### src/rtl/muldiv_seq.sv
// muldiv_seq: radix-2 iterative MUL/UMULL/SMULL/UDIV/SDIV sequencer with pipeline stall.
// Define MULDIV_SIGNED_EN to enable SMULL/SDIV sign handling; otherwise they run unsigned.
module muldiv_seq #(
  parameter int WIDTH = 32
) (
  input  logic             clk,
  input  logic             reset,
  input  logic             start,
  input  logic [2:0]       op,
  input  logic [WIDTH-1:0] a,
  input  logic [WIDTH-1:0] b,
  output logic             busy,
  output logic             stall,
  output logic             done,
  output logic [WIDTH-1:0] result_lo,
  output logic [WIDTH-1:0] result_hi,
  output logic [2:0]       flags
);
  localparam int CW = $clog2(WIDTH + 1);
  typedef enum logic [1:0] {IDLE, RUN, FIX} state_t;
  state_t state, state_n;
  logic [CW-1:0] cnt;
  logic [WIDTH:0] acc, add_s, sh_r;
  logic [WIDTH-1:0] mq, md, a_mag, b_mag, q_f, r_f, lo_n, hi_n;
  logic [2*WIDTH-1:0] p_f;
  logic div_r, long_r, is_div, is_long, ge, dz;
  logic [2:0] flags_n;
  assign is_div  = op == 3'b001 || op == 3'b011;
  assign is_long = op == 3'b100 || op == 3'b110;
`ifdef MULDIV_SIGNED_EN
  logic sa, sb, a_neg, b_neg;
  assign a_neg = (op == 3'b110 || op == 3'b011) & a[WIDTH-1];
  assign b_neg = (op == 3'b110 || op == 3'b011) & b[WIDTH-1];
  assign a_mag = a_neg ? -a : a;
  assign b_mag = b_neg ? -b : b;
  assign p_f   = (sa ^ sb) ? -{acc[WIDTH-1:0], mq} : {acc[WIDTH-1:0], mq};
  assign q_f   = (sa ^ sb) ? -mq : mq;
  assign r_f   = sa ? -acc[WIDTH-1:0] : acc[WIDTH-1:0];
`else
  assign a_mag = a;
  assign b_mag = b;
  assign p_f   = {acc[WIDTH-1:0], mq};
  assign q_f   = mq;
  assign r_f   = acc[WIDTH-1:0];
`endif
  assign add_s = acc + (mq[0] ? {1'b0, md} : '0);
  assign sh_r  = {acc[WIDTH-1:0], mq[WIDTH-1]};
  assign ge    = sh_r >= {1'b0, md};
  // A zero divisor leaves the raw dividend in mq so it can be returned as the remainder.
  assign dz      = div_r && md == '0;
  assign lo_n    = dz ? '1 : div_r ? q_f : p_f[WIDTH-1:0];
  assign hi_n    = dz ? mq : div_r ? r_f : p_f[2*WIDTH-1:WIDTH];
  assign flags_n = {long_r ? hi_n[WIDTH-1] : lo_n[WIDTH-1],
                    long_r ? {hi_n, lo_n} == '0 : lo_n == '0, dz};
  assign busy  = state != IDLE;
  assign stall = busy | (start & ~done);
  always_comb begin
    state_n = state == IDLE ? (start ? ((is_div && b == '0) ? FIX : RUN) : IDLE)
            : state == RUN  ? (cnt == CW'(1) ? FIX : RUN) : IDLE;
  end
  always_ff @(posedge clk or posedge reset) begin
    if (reset) state <= IDLE;
    else       state <= state_n;
  end
  always_ff @(posedge clk or posedge reset) begin
    if (reset) begin
      cnt       <= '0;
      acc       <= '0;
      mq        <= '0;
      md        <= '0;
      div_r     <= 1'b0;
      long_r    <= 1'b0;
      done      <= 1'b0;
      result_lo <= '0;
      result_hi <= '0;
      flags     <= '0;
`ifdef MULDIV_SIGNED_EN
      sa        <= 1'b0;
      sb        <= 1'b0;
`endif
    end else begin
      done <= 1'b0;
      if (state == IDLE && start) begin
        div_r  <= is_div;
        long_r <= is_long;
        cnt    <= CW'(WIDTH);
        acc    <= '0;
        md     <= b_mag;
        mq     <= (is_div && b == '0) ? a : a_mag;
`ifdef MULDIV_SIGNED_EN
        sa     <= a_neg;
        sb     <= b_neg;
`endif
      end else if (state == RUN) begin
        cnt <= cnt - 1'b1;
        acc <= div_r ? (ge ? sh_r - {1'b0, md} : sh_r) : {1'b0, add_s[WIDTH:1]};
        mq  <= div_r ? {mq[WIDTH-2:0], ge} : {add_s[0], mq[WIDTH-1:1]};
      end else if (state == FIX) begin
        done      <= 1'b1;
        result_lo <= lo_n;
        result_hi <= hi_n;
        flags     <= flags_n;
      end
    end
  end
endmodule

### config.mk
export PLATFORM = sky130hd
export DESIGN_NAME = muldiv_seq
export DESIGN_NICKNAME = d
export VERILOG_FILES = /design/src/rtl/muldiv_seq.sv
export SDC_FILE = /design/constraint.sdc
export NUM_CORES = 1
export LEC_CHECK = 0
export CORE_MARGIN = 4
export CORE_UTILIZATION = 35
export CTS_CLUSTER_DIAMETER = 30
export DETAILED_ROUTE_END_ITERATION = 12
export SKIP_LAST_GASP = 1
export SYNTH_ARGS = -nofsm -noshare
export SYNTH_HDL_FRONTEND = slang
export SYNTH_SLANG_ARGS = --single-unit
### constraint.sdc
create_clock -name clk -period 13.5 [get_ports clk]
set_clock_uncertainty 0.15 [all_clocks]
set_input_delay 2.7 -clock clk [delete_from_list [all_inputs] [get_ports clk]]
set_output_delay 2.7 -clock clk [all_outputs]
set_load 0.03 [all_outputs]
**Word-level counts from Yosys, hierarchy flattened**

Cells that the tools add are included.

- Bits in registers: 175
- Output and inout port bits: 70
- Bits of input ports: 70
- Word-level logic and storage cells: 62

- Multiplexer cells: 22
- Reductions and logical operators: 13
- $add $sub $neg: 3
- Order comparisons: 1
- Eq/ne operators: 7
- Bitwise logic cells: 5

Operator list:

| kind | count |
|---|---|
| $mux W32 | 6 |
| $mux W33 | 4 |
| $logic_not A32 Y1 | 3 |
| $logic_not A64 Y1 | 1 |
| $add A33 B32 Y33 | 1 |
| $ge A33 B32 Y1 | 1 |
| $sub A33 B32 Y33 | 1 |
| $mux W6 | 2 |
| $mux W2 | 5 |
| $eq A3 B3 Y1 const B | 2 |
| $eq A6 B1 Y1 const B | 1 |
| $sub A6 B1 Y6 const B | 1 |
| $mux W1 | 5 |
| $reduce_bool A2 Y1 | 2 |
| $eq A3 B1 Y1 const B | 1 |
| $eq A3 B2 Y1 const B | 1 |
| $logic_and A1 B1 Y1 | 3 |
| $not A1 Y1 | 3 |
| $reduce_and A3 Y1 | 1 |
| $eq A2 B1 Y1 const B | 1 |
| $eq A2 B2 Y1 const B | 1 |
| $logic_not A2 Y1 | 1 |
| $logic_or A1 B1 Y1 | 2 |
| $and A1 B1 Y1 | 1 |
| $or A1 B1 Y1 | 1 |

**Logic depth before layout (Yosys ltp)**

Gate-level depths: netlist of run 1.

- Depth after elaboration: 6
- Gate-level depth with buffers: 16
- Depth with buffers taken out: 14

**Least setup slack after synthesis of run 1**

No wires, ideal clock.

- Kind: input to output
- From: input port start
- To: output port stall
- Arrival: 3.423 ns
- Path slack: 7.227 ns
- Required time: 10.650 ns
- Path buffers: 0
- Cell stages on the path: 2
- Cell sequence: inv_1 o21ai_0

- Word-level cells in the longest chain between the ends: 2

Ends and longest elaborated chain:

| element | RTL line | RTL |
|---|---|---|
| start: declaration | 8 | `input logic start,` |
| $and A1 B1 Y1 | 56 | `assign stall = busy \| (start & ~done);` |
| $or A1 B1 Y1 | 56 |  |
| end: declaration | 13 | `output logic stall,` |

No other way between the ends.

**Worst setup path in the final report of run 1**

Same ends and word-level chain as after synthesis.

==> impl_metrics.yaml, run 1 <==
clock_tree:
  cts_buffer_depth: 2
  cts_tree: "yes"
  clk_latency_ns: 0.45
  clk_pin_slew_worst_paths_ns: 0.06
  postCtsHoldBufs: 0
  cts-resized-gates: 0
  cts-root-buf: "clkbuf_16"
  cts_made_buffers: 17
  cts_sinks: 175
  cts_post_setup_buffers_inserted: 0
  htreeDepth: 4
pwr:
  power_frac_seq_pct: 25.1
  peakVddDrop_uv: 120
  power.density_nw_per_um2: 299
  finalPower_w: 0.00424
  clockPowerShare_pct: 11.6
  intPower_w: 0.00212
  p_leak_nw: 6.16
  switching_share_pct: 49.9
  p_sw_w: 0.00212
  comb_power_share_pct: 63.3
floorplan:
  die_w_um: 192
  core_sq_um: 33400
  dieArea_sq_um: 36900
  start_util_pct: 35.4
  die_h_um: 192
  pin_count: 140
  rows: 67
yosys:
  ys_seq_area_share_pct: 36.9
  ys_ff_latch: 175
  ys_async_sr_fraction_pct: 100
  synth-edff-count: 0
  syn_area_per_cell_sq_um: 8.27
  synth_nets: 1572
  synth-main-ff-cell: "dfrtp_1"
  synthTopCellsByArea: "dfrtp_1, o21ai_0, nand2_1"
  syn_area_sq_um: 11900
  ys_types: 62
  yosysWarnings: 0
  syn_inst: 1434
  synth.largest_area_cell: "dfrtp_1"
  yosys.area.top_type_share_pct: 36.9
global_routing:
  grt.overflow.total: 0
  grt_usage_pct: 20.3
  antenna_found_initial: 1
  grt_pass1_vias: 10400
  grt_max_degree: 104
  grt_pass1_wl_um: 59000
timing:
  setup_viol: 0
  period_needed_ns: 6.95
  max_freq_ghz: 0.144
  hold_viol_final: 0
  tns_ns: 0
  slew_headroom_pct: 30.6
  maxSlewViolCount: 0
  worst_slack_ns: 6.55
  rsz0062_at_grt: "no"
  final.period_utilization_pct: 51.5
  worst_pin_slew_ns: 1.04
place:
  dp_slack_ns: 6.54
  portBuffers: 138
  hpwl_um: 27600
  place_congestion: 1.03
  place_area_sq_um: 13600
critical_path:
  path_max_fanout: 2
  crit_path_start_kind: "input port"
  path_cells: "clkdlybuf4s50_1 > inv_1 > o21ai_0 > clkdlybuf4s50_1"
  path_class: "input port to output port"
  worst-path-buf-inv: 3
  worstSetupEndpointType: "output port"
  slowest_stage: "clkdlybuf4s50_1"
  critPathTopFamily: "buffers and inverters"
  slowest_delay_ns: 0.69
  crit_arrival_ns: 4.10
  crit_required_ns: 10.65
  reg2reg_slack_ns: 9.34
  crit_top_cell: "clkdlybuf4s50_1"
finish:
  layout_commonest_cell: "nand2_1"
  synthToLayoutAreaGrowth_pct: 19.6
  drive_gt1_share_pct: 4.49
  nNetsFinal: 1662
  final_area_sq_um: 14200
  diodes: 0
  fillers: 3301
  final_cell_mix: "nand2_1, o21ai_0, dfrtp_1"
route:
  routedWlPerCell_um: 19.1
  drc: 0
  finalWirelength_um: 37800
  vias_per_cell: 5.48
  ant_nets: 0
  first_iter_violations: 830
  first_pass_iters: 5
  vias: 10900
run:
  maxCapViolCount: 0
worst_hold_path:
  hp-class: "flip-flop to flip-flop"
status:
  status: "finished, final reports clean"
-- metal layers --
layer | vias to the layer above | wire [um] | GRT usage (%)
li1 | 5269 | - | -
met1 | 5172 | 17700 | 29.7
met2 | 392 | 16700 | 30.9
met3 | 47 | 2580 | 3.04
met4 | 0 | 901 | 6.09
met5 | - | 0 | 0
-- per-stage QoR --
stage / hold WS [ns] / util, % / instances
global route: 0.334 / 42.4 / 1984
global placement: 0.300 / 40.7 / 1953
CTS: 0.322 / 42.4 / 1984
detailed placement: 0.306 / 40.7 / 1953
floorplan: 0.325 / - / 1434
finish: 0.315 / 42.4 / 1984
-- power groups by stage --
stage | combinational, W | sequential [W] | clock, W
finish | 0.00268 | 0.00106 | 0.000494
global route | 0.00298 | 0.00109 | 0.000524
CTS | 0.00266 | 0.00106 | 0.000503
detailed placement | 0.00265 | 0.00107 | 0
global placement | 0.00261 | 0.00106 | 0
floorplan | 0.00188 | 0.00107 | 0
-- cells in the mapped netlist (all sizes together) (3+ instances only) --
master   number
nand2       222
o21ai       213
dfrtp       175
a21oi       122
nor2         82
mux2i        81
clkbuf       66
ha           66
inv          61
and2         35
xnor2        34
nor4         33
a21o         26
xor2         24
nand3        17
nand4        16
nor3         13
buf          12
nand2b       12
o21a         10
a22oi         9
a211oi        8
nor2b         8
o21bai        8
a221o         7
a31oi         7
a31o          6
and3          6
or3           6
mux2          5
o2111ai       4
o221a         3
o31a          3
or2           3
or4           3
-- cell type report --
class / count / area [sq um] / share of cell area, %
repair buffers: 149 / 1460 / 10.3
well taps: 448 / 561 / 3.95
flip-flops and latches: 175 / 4380 / 30.9
multi-input cells: 1120 / 6970 / 49.1
inverters: 61 / 234 / 1.65
clock buffers: 18 / 439 / 3.10
clock inverters: 13 / 133 / 0.935
-- kinds of logic (layout without fill, tap and decap cells) --
logic type / Yosys count / count (layout) / synth area share, %
DFF: 175 / 175 / 36.9
xor gates and xnor gates: 58 / 58 / 4.29
adders and majority gates: 68 / 68 / 7.30
and+or+nand+nor: 460 / 460 / 17.7
AOI/OAI and AO/OA: 448 / 448 / 21.9
buffers and inverters: 139 / 241 / 4.51
muxes: 86 / 86 / 7.32
-- worst paths after layout --
path / cells past startpoint / start / end
max in group asynchronous: 3 / reset / div_r$_DFFE_PP0P_
max reg2reg: 15 / mq[0]$_DFFE_PP0P_ / acc[31]$_DFFE_PP0P_
min: 2 / result_lo[22]$_DFFE_PP0P_ / result_lo[22]$_DFFE_PP0P_
max: 4 / start / stall
min in group asynchronous: 2 / reset / result_lo[4]$_DFFE_PP0P_
min reg2reg: 2 / result_lo[22]$_DFFE_PP0P_ / result_lo[22]$_DFFE_PP0P_
-- state kept, by name, summed over array words and instances, names as in the netlist --
| signal | flops |
|---|---|
| long_r | 1 |
| cnt | 6 |
| div_r | 1 |
| mq | 32 |
| state | 2 |
| done | 1 |
| result_hi | 32 |
| result_lo | 32 |
| md | 32 |
| flags | 3 |
| acc | 33 |
-- worst min-delay path: stages (launching register included) --
cell     delay (ns)
dfrtp_1        0.34
nand2_1        0.05
nand2_1        0.04
(Power assumes the default switching activity.)
==> inputs of run 2 (changes only) <==
==> constraint.sdc (replaced) <==
create_clock -name clk -period 5.95 [get_ports clk]
set_clock_uncertainty 0.15 [all_clocks]
set_input_delay 1.19 -clock clk [delete_from_list [all_inputs] [get_ports clk]]
set_output_delay 1.19 -clock clk [all_outputs]
set_load 0.03 [all_outputs]
==> run 2 against run 1 <==
Register-to-register slack lost 7.8 ns. Core utilization grew 0.24 points. Sequential power grew 130%. Power grew 130%. Sequential share of layout area shrank 0.18 points. Critical path type is now flip-flop to flip-flop.
==> impl_metrics.yaml, run 2 (synthesis gave the netlist of run 1 again) <==
timing:
  maxSlewViolCount: 0
  final.period_utilization_pct: 74.1
  rsz0062_at_grt: "no"
  max_freq_ghz: 0.227
  setup_viol: 0
  worst_slack_ns: 1.54
  tns_ns: 0
  slew_headroom_pct: 33.0
  worst_pin_slew_ns: 1.01
  period_needed_ns: 4.41
  hold_viol_final: 0
pwr:
  p_leak_nw: 6.20
  power.density_nw_per_um2: 681
  peakVddDrop_uv: 341
  finalPower_w: 0.00972
clock_tree:
  cts_tree: "yes"
  cts_made_buffers: 17
  cts_buffer_depth: 2
  clk_latency_ns: 0.45
  cts_sinks: 175
  cts-root-buf: "clkbuf_16"
  htreeDepth: 4
  cts_post_setup_buffers_inserted: 0
  clk_pin_slew_worst_paths_ns: 0.07
  postCtsHoldBufs: 0
  cts-resized-gates: 0
floorplan:
  die_h_um: 192
  core_sq_um: 33400
  start_util_pct: 35.4
  die_w_um: 192
  dieArea_sq_um: 36900
  rows: 67
  pin_count: 140
critical_path:
  critPathTopFamily: "compound AO/OA/AOI/OAI gates"
  crit_arrival_ns: 4.59
  path_class: "flip-flop to flip-flop"
  slowest_stage: "dfrtp_1"
  worstSetupEndpointType: "flip-flop"
  path_cells: "buf_4 > and2_1 > ha_1 > inv_1 > fa_1 > nor2b_1 > o2111ai_1 > a31oi_1 > o2111a_1 > nor4_2 > nor2_1 > a31oi_1 > a21oi_1 > xor2_1 > a221o_1"
  crit_path_start_kind: "flip-flop"
  crit_top_cell: "a31oi_1"
  path_max_fanout: 24
  slowest_delay_ns: 0.82
  crit_required_ns: 6.13
  worst-path-buf-inv: 2
route:
  ant_nets: 0
  routedWlPerCell_um: 19.2
  first_pass_iters: 5
  drc: 0
  vias_per_cell: 5.51
  first_iter_violations: 776
  finalWirelength_um: 38200
  vias: 10900
place:
  portBuffers: 138
  hpwl_um: 28200
  dp_slack_ns: 1.61
  place_congestion: 0.935
global_routing:
  grt_pass1_vias: 10700
  grt_max_degree: 104
  grt.overflow.total: 0
  grt_pass1_wl_um: 60000
  antenna_found_initial: 0
  grt_usage_pct: 20.7
finish:
  fillers: 3306
  multi_input_area_sq_um: 6970
  layout_commonest_cell: "nand2_1"
  largest_reg_flops: 33
  drive_gt1_share_pct: 4.55
  nNetsFinal: 1664
  diodes: 0
  ff_latch_area_sq_um: 4380
  final_cell_mix: "nand2_1, o21ai_0, dfrtp_1"
  regMostFlops: "acc"
  synthToLayoutAreaGrowth_pct: 20.3
status:
  status: "finished, final reports clean"
worst_hold_path:
  hp-class: "flip-flop to flip-flop"
run:
  maxCapViolCount: 0
run 2: per-layer routing:
metal	up-vias	part of all wire [%]	track usage, %
met5	-	0	0
met4	0	2.8	6.72
met3	59	7.0	3.51
met1	5254	46	29.0
met2	373	44	32.6
li1	5260	-	-
run 2: area by class of cell:
type                    count  share of cell area (%)
clock buffers              21                    3.23
clock inverters            11                    1.08
inverters                  61                    1.63
multi-input cells        1120                    48.9
flip-flops and latches    175                    30.7
well taps                 448                    3.93
repair buffers            151                    10.5
run 2: worst paths after layout:
check	from	endpoint	slack [ns]	cells after the start
worst min register to register	result_lo[21]$_DFFE_PP0P_	result_lo[21]$_DFFE_PP0P_	0.31	2
worst max register to register	mq[0]$_DFFE_PP0P_	acc[31]$_DFFE_PP0P_	1.54	15
worst max-delay path	mq[0]$_DFFE_PP0P_	acc[31]$_DFFE_PP0P_	1.54	15
worst min-delay path	result_lo[21]$_DFFE_PP0P_	result_lo[21]$_DFFE_PP0P_	0.31	2
min in group asynchronous	reset	result_lo[5]$_DFFE_PP0P_	1.15	2
max in group asynchronous	reset	md[25]$_DFFE_PP0P_	3.45	3
run 2: worst reg2reg max path, cell delays in order, from the launching register on:
cell       delay, ns
dfrtp_1         0.82
buf_4           0.34
and2_1          0.15
ha_1            0.19
inv_1           0.07
fa_1            0.42
nor2b_1         0.20
o2111ai_1       0.15
a31oi_1         0.32
o2111a_1        0.33
nor4_2          0.09
nor2_1          0.29
a31oi_1         0.16
a21oi_1         0.20
xor2_1          0.10
a221o_1         0.32
run 2: where the power goes:
part           leakage, nW  internal, W  total (W)  switching, W
combinational         3.64      0.00252    0.00606       0.00355
sequential            2.26      0.00171    0.00245      0.000747
clock                0.300     0.000689    0.00120      0.000510
run 2: metrics by stage:
step / area [sq um] / std cells / utilization (%) / hold WS (ns)
after floorplan: 11900 / 1434 / - / 0.325
after global placement: 13600 / 1955 / 40.8 / 0.301
after detailed placement: 13600 / 1955 / 40.8 / 0.305
after CTS: 14300 / 1987 / 42.6 / 0.320
after global routing: 14300 / 1987 / 42.6 / 0.349
final: 14300 / 1987 / 42.6 / 0.314
